## config.mk

```make
export PLATFORM = sky130hd
export DESIGN_NAME = serial_magnitude_comparator_flat
export DESIGN_NICKNAME = d
export VERILOG_FILES = /design/src/rtl/serial_magnitude_comparator_pkg.sv /design/src/rtl/serial_magnitude_comparator_if.sv /design/src/rtl/comparator_digit.sv /design/src/rtl/serial_magnitude_comparator.sv /design/src/flat_wrapper.sv
export SDC_FILE = /design/constraint.sdc
export NUM_CORES = 1
export LEC_CHECK = 0
export ABC_CLOCK_PERIOD_IN_PS = 2700
export CAP_MARGIN = 20
export CORE_MARGIN = 1.5
export CORE_UTILIZATION = 47
export DETAILED_ROUTE_END_ITERATION = 12
export GPL_TIMING_DRIVEN = 0
export PLACE_DENSITY = 0.78
export SYNTH_ARGS = -nofsm -noshare
export SYNTH_HDL_FRONTEND = slang
export SYNTH_SLANG_ARGS = --single-unit
```

## constraint.sdc

```tcl
create_clock -name clk -period 2.7 [get_ports clk]
set_clock_uncertainty 0.15 [all_clocks]
set_input_delay 0.54 -clock clk [delete_from_list [all_inputs] [get_ports clk]]
set_output_delay 0.54 -clock clk [all_outputs]
set_load 0.005 [all_outputs]
```

## src/rtl/serial_magnitude_comparator_pkg.sv

```systemverilog
// Shared definitions for the serial magnitude comparator.
// Holds the FSM state encoding, the digit-count derivation and the
// digit-counter width helper used by the top level.
package serial_magnitude_comparator_pkg;

  // 2'd3 is not a legal state; the FSM recovers from it to IDLE.
  typedef enum logic [1:0] {
    IDLE    = 2'd0,
    COMPARE = 2'd1,
    DONE    = 2'd2
  } state_e;

  // Number of digits scanned per operand.
  function automatic int calc_ndig(input int width, input int digit);
    return width / digit;
  endfunction

  // Digit-index counter width: clog2(ndig), never narrower than one bit.
  function automatic int calc_cnt_w(input int ndig);
    return (ndig <= 2) ? 1 : $clog2(ndig);
  endfunction

endpackage

```

## src/rtl/serial_magnitude_comparator_if.sv

```systemverilog
// Request/result bus of the serial magnitude comparator.
// Request side : start_valid/start_ready handshake carrying a, b, signed_mode.
// Result side  : result_valid/result_ready handshake carrying the three flags.
// busy reports that an operation is in flight (COMPARE or DONE).
// master = requester/consumer, slave = comparator.
interface serial_magnitude_comparator_if #(
  parameter int WIDTH = 8
);
  logic             start_valid;
  logic             start_ready;
  logic [WIDTH-1:0] a;
  logic [WIDTH-1:0] b;
  logic             signed_mode;
  logic             busy;
  logic             result_valid;
  logic             result_ready;
  logic             a_eq_b;
  logic             a_geq_b;
  logic             a_lt_b;

  modport master (
    output start_valid, a, b, signed_mode, result_ready,
    input  start_ready, busy, result_valid, a_eq_b, a_geq_b, a_lt_b
  );

  modport slave (
    input  start_valid, a, b, signed_mode, result_ready,
    output start_ready, busy, result_valid, a_eq_b, a_geq_b, a_lt_b
  );
endinterface

```

## src/rtl/comparator_digit.sv

```systemverilog
// Purely combinational DIGIT-bit unsigned compare.
// Ports: a_i, b_i   - digits to compare
//        flip_msb_i - invert the digit MSB on both sides (top digit of a
//                     signed compare: two's complement -> offset binary)
//        eq_o, lt_o - a == b, a < b after the optional flip
module comparator_digit #(
  parameter int DIGIT = 2
) (
  input  logic [DIGIT-1:0] a_i,
  input  logic [DIGIT-1:0] b_i,
  input  logic             flip_msb_i,
  output logic             eq_o,
  output logic             lt_o
);
  logic [DIGIT-1:0] msb_mask;
  logic [DIGIT-1:0] a_x;
  logic [DIGIT-1:0] b_x;

  always_comb begin
    msb_mask            = '0;
    msb_mask[DIGIT-1]   = flip_msb_i;
    a_x                 = a_i ^ msb_mask;
    b_x                 = b_i ^ msb_mask;
    eq_o                = (a_x == b_x);
    lt_o                = (a_x < b_x);
  end
endmodule

```

## src/rtl/serial_magnitude_comparator.sv

```systemverilog
// Multi-cycle magnitude comparator. Scans latched operands MSB-first,
// DIGIT bits per cycle, stopping at the first differing digit, and
// registers A==B, A>=B, A<B (signed or unsigned per operation).
// Ports: clk   - rising-edge clock
//        reset - synchronous active-high reset (control and flags only)
//        bus   - slave side of serial_magnitude_comparator_if
// All outputs are registers or decodes of the state register.
module serial_magnitude_comparator
  import serial_magnitude_comparator_pkg::*;
#(
  parameter int WIDTH = 8,
  parameter int DIGIT = 2
) (
  input  logic                         clk,
  input  logic                         reset,
  serial_magnitude_comparator_if.slave bus
);
  localparam int NDIG  = calc_ndig(WIDTH, DIGIT);
  localparam int CNT_W = calc_cnt_w(NDIG);
  localparam logic [CNT_W-1:0] IDX_TOP = CNT_W'(NDIG - 1);

  if (WIDTH < 2 || (WIDTH % DIGIT) != 0) begin : g_bad_params
    $error("serial_magnitude_comparator: WIDTH must be >= 2 and a multiple of DIGIT");
  end

  state_e           state_q, state_d;
  logic [CNT_W-1:0] idx_q, idx_d;
  logic [WIDTH-1:0] a_q, b_q;
  logic             signed_q;
  logic             eq_q, geq_q, lt_q;
  logic             eq_d, geq_d, lt_d;
  logic             accept;
  logic [DIGIT-1:0] a_dig, b_dig;
  logic             flip_msb, dig_eq, dig_lt;
  logic             start_ready, busy, result_valid;

  assign accept   = bus.start_valid && (state_q == IDLE);
  assign a_dig    = a_q[int'(idx_q) * DIGIT +: DIGIT];
  assign b_dig    = b_q[int'(idx_q) * DIGIT +: DIGIT];
  // Only the top digit carries the sign bit.
  assign flip_msb = signed_q && (idx_q == IDX_TOP);

  comparator_digit #(.DIGIT(DIGIT)) u_digit (
    .a_i        (a_dig),
    .b_i        (b_dig),
    .flip_msb_i (flip_msb),
    .eq_o       (dig_eq),
    .lt_o       (dig_lt)
  );

  // Operand capture: data registers, no reset
  always_ff @(posedge clk) begin
    if (accept) begin
      a_q      <= bus.a;
      b_q      <= bus.b;
      signed_q <= bus.signed_mode;
    end
  end

  // State, counter and flag registers
  always_ff @(posedge clk) begin
    if (reset) begin
      state_q <= IDLE;
      idx_q   <= '0;
      eq_q    <= 1'b0;
      geq_q   <= 1'b0;
      lt_q    <= 1'b0;
    end else begin
      state_q <= state_d;
      idx_q   <= idx_d;
      eq_q    <= eq_d;
      geq_q   <= geq_d;
      lt_q    <= lt_d;
    end
  end

  // Next state, counter and flags
  always_comb begin
    state_d = state_q;
    idx_d   = idx_q;
    eq_d    = eq_q;
    geq_d   = geq_q;
    lt_d    = lt_q;
    case (state_q)
      IDLE: begin
        if (bus.start_valid) begin
          state_d = COMPARE;
          idx_d   = IDX_TOP;
        end
      end
      COMPARE: begin
        if (!dig_eq) begin
          // Early termination on the first differing digit.
          eq_d    = 1'b0;
          lt_d    = dig_lt;
          geq_d   = !dig_lt;
          state_d = DONE;
        end else if (idx_q == '0) begin
          eq_d    = 1'b1;
          geq_d   = 1'b1;
          lt_d    = 1'b0;
          state_d = DONE;
        end else begin
          idx_d = idx_q - CNT_W'(1);
        end
      end
      DONE: begin
        if (bus.result_ready) state_d = IDLE;
      end
      default: state_d = IDLE;
    endcase
  end

  // Outputs decoded from state
  always_comb begin
    start_ready  = (state_q == IDLE);
    busy         = (state_q == COMPARE) || (state_q == DONE);
    result_valid = (state_q == DONE);
  end

  assign bus.start_ready  = start_ready;
  assign bus.busy         = busy;
  assign bus.result_valid = result_valid;
  assign bus.a_eq_b       = eq_q;
  assign bus.a_geq_b      = geq_q;
  assign bus.a_lt_b       = lt_q;
endmodule

```

## src/flat_wrapper.sv

```systemverilog
// flat-port wrapper written by rule: the top's interface ports become plain ports
module serial_magnitude_comparator_flat import serial_magnitude_comparator_pkg::*;
#(
  parameter int WIDTH = 8,
  parameter int DIGIT = 2
)
  (clk, reset, bus_start_valid, bus_a, bus_b, bus_signed_mode, bus_result_ready, bus_start_ready, bus_busy, bus_result_valid, bus_a_eq_b, bus_a_geq_b, bus_a_lt_b);
  serial_magnitude_comparator_if #(.WIDTH(WIDTH)) bus_i ();
  input  logic clk;
  input  logic reset;
  input wire logic [$bits(bus_i.start_valid)-1:0] bus_start_valid;
  input wire logic [$bits(bus_i.a)-1:0] bus_a;
  input wire logic [$bits(bus_i.b)-1:0] bus_b;
  input wire logic [$bits(bus_i.signed_mode)-1:0] bus_signed_mode;
  input wire logic [$bits(bus_i.result_ready)-1:0] bus_result_ready;
  output wire logic [$bits(bus_i.start_ready)-1:0] bus_start_ready;
  output wire logic [$bits(bus_i.busy)-1:0] bus_busy;
  output wire logic [$bits(bus_i.result_valid)-1:0] bus_result_valid;
  output wire logic [$bits(bus_i.a_eq_b)-1:0] bus_a_eq_b;
  output wire logic [$bits(bus_i.a_geq_b)-1:0] bus_a_geq_b;
  output wire logic [$bits(bus_i.a_lt_b)-1:0] bus_a_lt_b;
  assign bus_i.start_valid = bus_start_valid;
  assign bus_i.a = bus_a;
  assign bus_i.b = bus_b;
  assign bus_i.signed_mode = bus_signed_mode;
  assign bus_i.result_ready = bus_result_ready;
  assign bus_start_ready = bus_i.start_ready;
  assign bus_busy = bus_i.busy;
  assign bus_result_valid = bus_i.result_valid;
  assign bus_a_eq_b = bus_i.a_eq_b;
  assign bus_a_geq_b = bus_i.a_geq_b;
  assign bus_a_lt_b = bus_i.a_lt_b;
  serial_magnitude_comparator #(.WIDTH(WIDTH), .DIGIT(DIGIT)) u_core (.clk(clk), .reset(reset), .bus(bus_i));
endmodule
```

Yosys cells after proc, flatten, opt, wreduce, memory -nomap -nowiden
Cells that the tools add are included.
- bits in registers: 24
- input port bits: 21
- output and inout port bits: 6
- word-level logic and storage cells: 48
- add/sub/neg operators: 1
- $lt $le $gt $ge: 1
- equality and inequality tests: 10
- shift operators: 2
- mux-type cells: 14
- bitwise operators: 2
- reductions and logical operators: 10
- operators with widths (operator ; number):
    $shiftx 8x4->2 ; 2
    $mux 2 ; 7
    $ne 2x2->1 const B ; 4
    $pmux 2 s3 ; 1
    $mux 1 ; 5
    $eq 2x2->1 const B ; 2
    $logic_not 2->1 ; 2
    $pmux 2 s2 ; 1
    $reduce_and 4->1 ; 1
    $xor 2x2->2 ; 2
    $ne 3x3->1 const B ; 1
    $reduce_and 3->1 ; 1
    $eq 2x1->1 const B ; 1
    $eq 2x2->1 ; 1
    $logic_and 1x1->1 ; 2
    $lt 2x2->1 ; 1
    $ne 2x1->1 const B ; 1
    $reduce_and 2->1 ; 1
    $reduce_bool 2->1 ; 1
    $sub 2x1->2 const B ; 1
    $logic_not 1->1 ; 1
    $logic_or 1x1->1 ; 1

Logic depth before layout (Yosys ltp)
- depth after elaboration: 6
- depth in mapped cells: 7
- depth with buffers taken out: 7

By module
From an unflattened synthesis, not the netlist that was laid out.
- cells, all modules: 74
- area total of the unflattened synthesis: 1069.8 µm²
- by module, submodules not included (module ; times used ; cells each ; area each (µm²) ; sequential area each (µm²)):
    serial_magnitude_comparator ; 1 ; 66 ; 1008.5 ; 650.6
    comparator_digit ; 1 ; 8 ; 61.3 ; 0.0

Least setup slack after synthesis
Ideal clock, no wire load.
- kind: reg2reg
- start point: register u_core.idx_q[0]
- end point: register u_core.idx_q[0]
- setup time: 0.091 ns
- arrival: 2.015 ns
- required time: 2.459 ns
- slack: 0.444 ns
- cell stages (with the launch flop): 8
- path buffers: 1
- clock period less this slack: 2.256 ns
- path through: dfxtp_1 -> buf_6 -> mux4_2 -> xnor2_1 -> ha_1 -> and3b_1 -> a41o_2 -> a311oi_1
- longest elaborated chain between the ends: 6
- RTL lines (item ; line ; RTL):
    from (decl) ; serial_magnitude_comparator.sv:27 ; logic [CNT_W-1:0] idx_q, idx_d;
    from (signal assigned) ; serial_magnitude_comparator.sv:70 ; idx_q <= idx_d;
    parallel branches: the longest is 6 deep, another holds $shiftx 8x4->2 ; - ;
Several ways; the timed one is not identified. The select of a mux whose other input is x is not followed.
A chain may end at the register's enable or synchronous reset.

Worst setup path after layout
Ends and elaborated chain as after synthesis.

==> results by group <==
Route
  – Routed wire per std cell: ~13 um
  – Post-DR vias/cell: roughly 5.2
  – Post-route antenna net violation count: 0
  – Post-detailed-routing wire length: roughly 1700 um
  – Violation count after the first detailed-routing iteration: 19
  – Remaining design rule violation count: 0
  – Total via count in the routed design: 683
  – Detailed-routing iteration count for the pre-antenna-repair pass: 4

Setup path
  – Worst R2R Start: u_core.idx_q[0]
  – Launching element type of the critical path: flip-flop
  – Required time of the critical path: ~2.8 ns
  – Startpoint of the most critical setup path: u_core.idx_q[0]
  – Element type at the critical path end: flip-flop
  – Maximum fanout along the worst path: 7
  – Crit Reg-Reg Endpoint: u_core.idx_q[0]
  – Reg2reg path depth: 7
  – Critical path class: flip-flop to flip-flop
  – Arrival time of data at the critical path endpoint: approximately 2.5 ns
  – Highest-delay cell along the critical path: sky130_fd_sc_hd__mux4_2
  – Sequence of cells on the critical path: buf_6, mux4_2, xor2_1, ha_1, and3b_1, a41o_2, a311oi_1
  – Setup slack, reg-to-reg: 0.27 ns
  – Longest individual stage delay on the worst path: a little over 0.5 ns

STA
  – Final critical path time including I/O delays and setup: 2.43 ns
  – Setup WS post-layout: 0.265 ns
  – Share of the clock period used by the worst path after layout: between 90% and 100%
  – Final hold slack: 0.356 ns
  – Pins Over Slew Limit: 0
  – Achievable clock frequency: ~410 MHz
  – Measured slew at the worst slew-check pin: roughly 0.76 ns
  – Sum of negative setup slack: 0 ns
  – Setup repair after global routing missed its margin: false
  – Total setup violations reported at the end of the flow: 0
  – Headroom to the max-slew limit: between 40 and 50%
  – Final Hold Violating Endpoints: 0

Placed design
  – Placed insts: roughly 130
  – Weighted congestion reported at the end of routability-driven placement: approximately 0.75
  – Pre-CTS worst setup slack: between 0.2 and 0.3 ns
  – Post-DP HPWL: 1290 um
  – Cell area reported after detailed placement: around 1400 um^2
  – IO buf count: 26

Power
  – Static Leakage: around 0.53 nW
  – Power per unit of standard cell area: around 970 nW/um^2
  – Worst IR Drop VDD: 0.000472 V
  – Power Total: around 1.4 mW

Clock tree
  – Clock insertion delay at the later pin of the skew report: around 0.30 ns
  – Gates resized, CTS repair: 0
  – Total number of clock tree sinks: 24
  – Number of setup buffers added after CTS: 0
  – H-tree Lvls: 1
  – Master cell of the clock root buffer: sky130_fd_sc_hd__clkbuf_4
  – Number of buffers created by CTS: 3
  – Number of buffers on the longest clock path: 2
  – Clock tree from TritonCTS: yes
  – Clock transition time at the flip-flop clock pins of the worst setup and hold paths: around 0.12 ns
  – Count of hold buffers inserted by post-cts repair: 0

Synthesis
  – Synthesis warning total: 0
  – Top-area cell type share of the netlist area: 46.8%
  – Synthesized cell area: ~1100 um^2
  – Syn avg cell area: approximately 15 um^2
  – Synthesized flop and latch total: 24
  – Count of distinct cell types in the synthesized netlist: 28
  – Post-Syn Instances: 73
  – Cell types occupying the most area after synthesis: sky130_fd_sc_hd__edfxtp_1 (47%), sky130_fd_sc_hd__dfxtp_1 (13%), sky130_fd_sc_hd__ha_1 (8.0%)
  – Register area share after synthesis: 59.6%
  – Total nets after synthesis: approximately 100
  – Cell type with the largest total area after synthesis: sky130_fd_sc_hd__edfxtp_1

Global route
  – GRT overflow: 0
  – Global-route wire length before repair: around 2900 um
  – Maximum number of pins on one net before global-route repair: 18
  – Global router's overall resource usage: 15.8%
  – Antenna violations before repair: 0
  – Number of global-route vias before repair: roughly 640

Finish
  – Post-route design area: approximately 1400 um^2
  – Filler Cell Count: around 180
  – Fraction of final layout cells with drive strength greater than 1: under 10%
  – Ant. Diodes: 0
  – Synth-to-Final Area Change: 29.5%
  – Fraction of the core area covered by cells at the end of the flow: between 60% and 70%
  – Number of nets in the finished design: ~130
  – Count of placed standard cells in the final layout, fillers left out: about 130

Floorplan
  – Count of boundary I/O pins: 27
  – Total core area: approximately 2200 um^2
  – Height of the die: 51.2 um
  – Starting density of the core: around 49%
  – Area of the die: between 2000 and 3000 um^2
  – FP Rows: 17
  – Horizontal die dimension: between 50 and 60 um

Min path
  – Hold depth: 2
  – Hold endpoint: u_core.bus.a_lt_b
  – Origin of the worst min-delay path: u_core.bus.a_lt_b
  – Worst min-delay path class: flip-flop to flip-flop

Status
  – Run status: complete, no violations

Job
  – Maxcap violations: 0
-- layer usage --
metal / GRT usage (%) / part of all wire, %
met1: 19.4 / 44
met2: 26.4 / 50
met3: 3.80 / 4.7
met4: 6.76 / 0.75
met5: 0 / 0
-- synthesized netlist by cell type (all sizes together) --
library cell,n
and3b,2
nor2,2
ha,7
a41o,2
xnor2,1
nand2,2
mux2,1
a311oi,3
inv,6
a211oi,1
mux4,4
mux2i,1
a211o,1
edfxtp,17
o211ai,1
a31oi,1
nand2b,5
buf,2
dfxtp,7
o21ai,1
and2,1
xor2,1
nand3b,1
a21oi,2
a21o,1
-- critical path, delay by kind of cell, from the launching register on --
kind | cells | cell delay, ns
AND/OR/NAND/NOR | 1 | 0.20
buffers and inverters | 1 | 0.15
flip-flops | 1 | 0.37
XOR/XNOR | 1 | 0.17
AO/OA/AOI/OAI | 2 | 0.48
adder cells (fa/ha/maj) | 1 | 0.32
multiplexers | 1 | 0.51
-- power breakdown --
part           total, mW  internal (mW)  switching, mW
clock network      0.154         0.0539          0.100
logic              0.644          0.342          0.302
registers          0.568          0.516         0.0518
-- registers in the layout (all words and copies together) (netlist names) --
signal and flops:
u_core.signed_q 1, u_core.bus.a_geq_b 1, u_core.a_q 8, u_core.state_q 2, u_core.bus.a_eq_b 1, u_core.idx_q 2
u_core.bus.a_lt_b 1, u_core.b_q 8
-- logic make-up after synthesis --
| logic type | after synthesis | share of synthesized area (%) |
|---|---|---|
| flops | 24 | 59.6 |
| xor+xnor | 2 | 1.61 |
| fa+ha+maj | 7 | 8.03 |
| buf+inv | 8 | 3.55 |
| simple gates | 13 | 7.11 |
| mux | 6 | 10.9 |
| compound gates | 13 | 9.18 |
-- cell type report --
type                       instances  area (um^2)  share of cell area (%)
clock buffer                       3         22.5                    1.59
clock inverter                     1         3.75                   0.266
buffer                             2         16.3                    1.15
sequential                        24          651                    46.1
timing repair buffer              26          260                    18.4
tap                               28         35.0                    2.48
inverter                           6         22.5                    1.59
multi-input combinational         41          402                    28.4
-- cell usage in the layout, fill, tap and decap left out, types with 2 or more instances in the layout --
cell type                         synthesis  routed
sky130_fd_sc_hd__clkdlybuf4s50_1          0      26
sky130_fd_sc_hd__edfxtp_1                17      17
sky130_fd_sc_hd__ha_1                     7       7
sky130_fd_sc_hd__dfxtp_1                  7       7
sky130_fd_sc_hd__inv_1                    6       6
sky130_fd_sc_hd__nand2b_1                 5       5
sky130_fd_sc_hd__a311oi_1                 3       3
sky130_fd_sc_hd__clkbuf_4                 0       3
sky130_fd_sc_hd__mux4_1                   2       2
sky130_fd_sc_hd__nand2_1                  2       2
sky130_fd_sc_hd__mux4_2                   2       2
sky130_fd_sc_hd__a21oi_1                  2       2
sky130_fd_sc_hd__nor2_1                   2       2
sky130_fd_sc_hd__and3b_1                  2       2
-- how the worst max path moves through the flow --
stage                                    to  slack [ns]  cells past startpoint
after global placement      u_core.idx_q[0]        0.31                      7
after floorplan             u_core.idx_q[0]        0.44                      7
after detailed placement    u_core.idx_q[0]        0.29                      7
final                       u_core.idx_q[0]        0.27                      7
after CTS                   u_core.idx_q[0]        0.27                      7
after global routing      u_core.state_q[0]        0.12                      7
No activity file was read; power rests on OpenSTA's default activity.
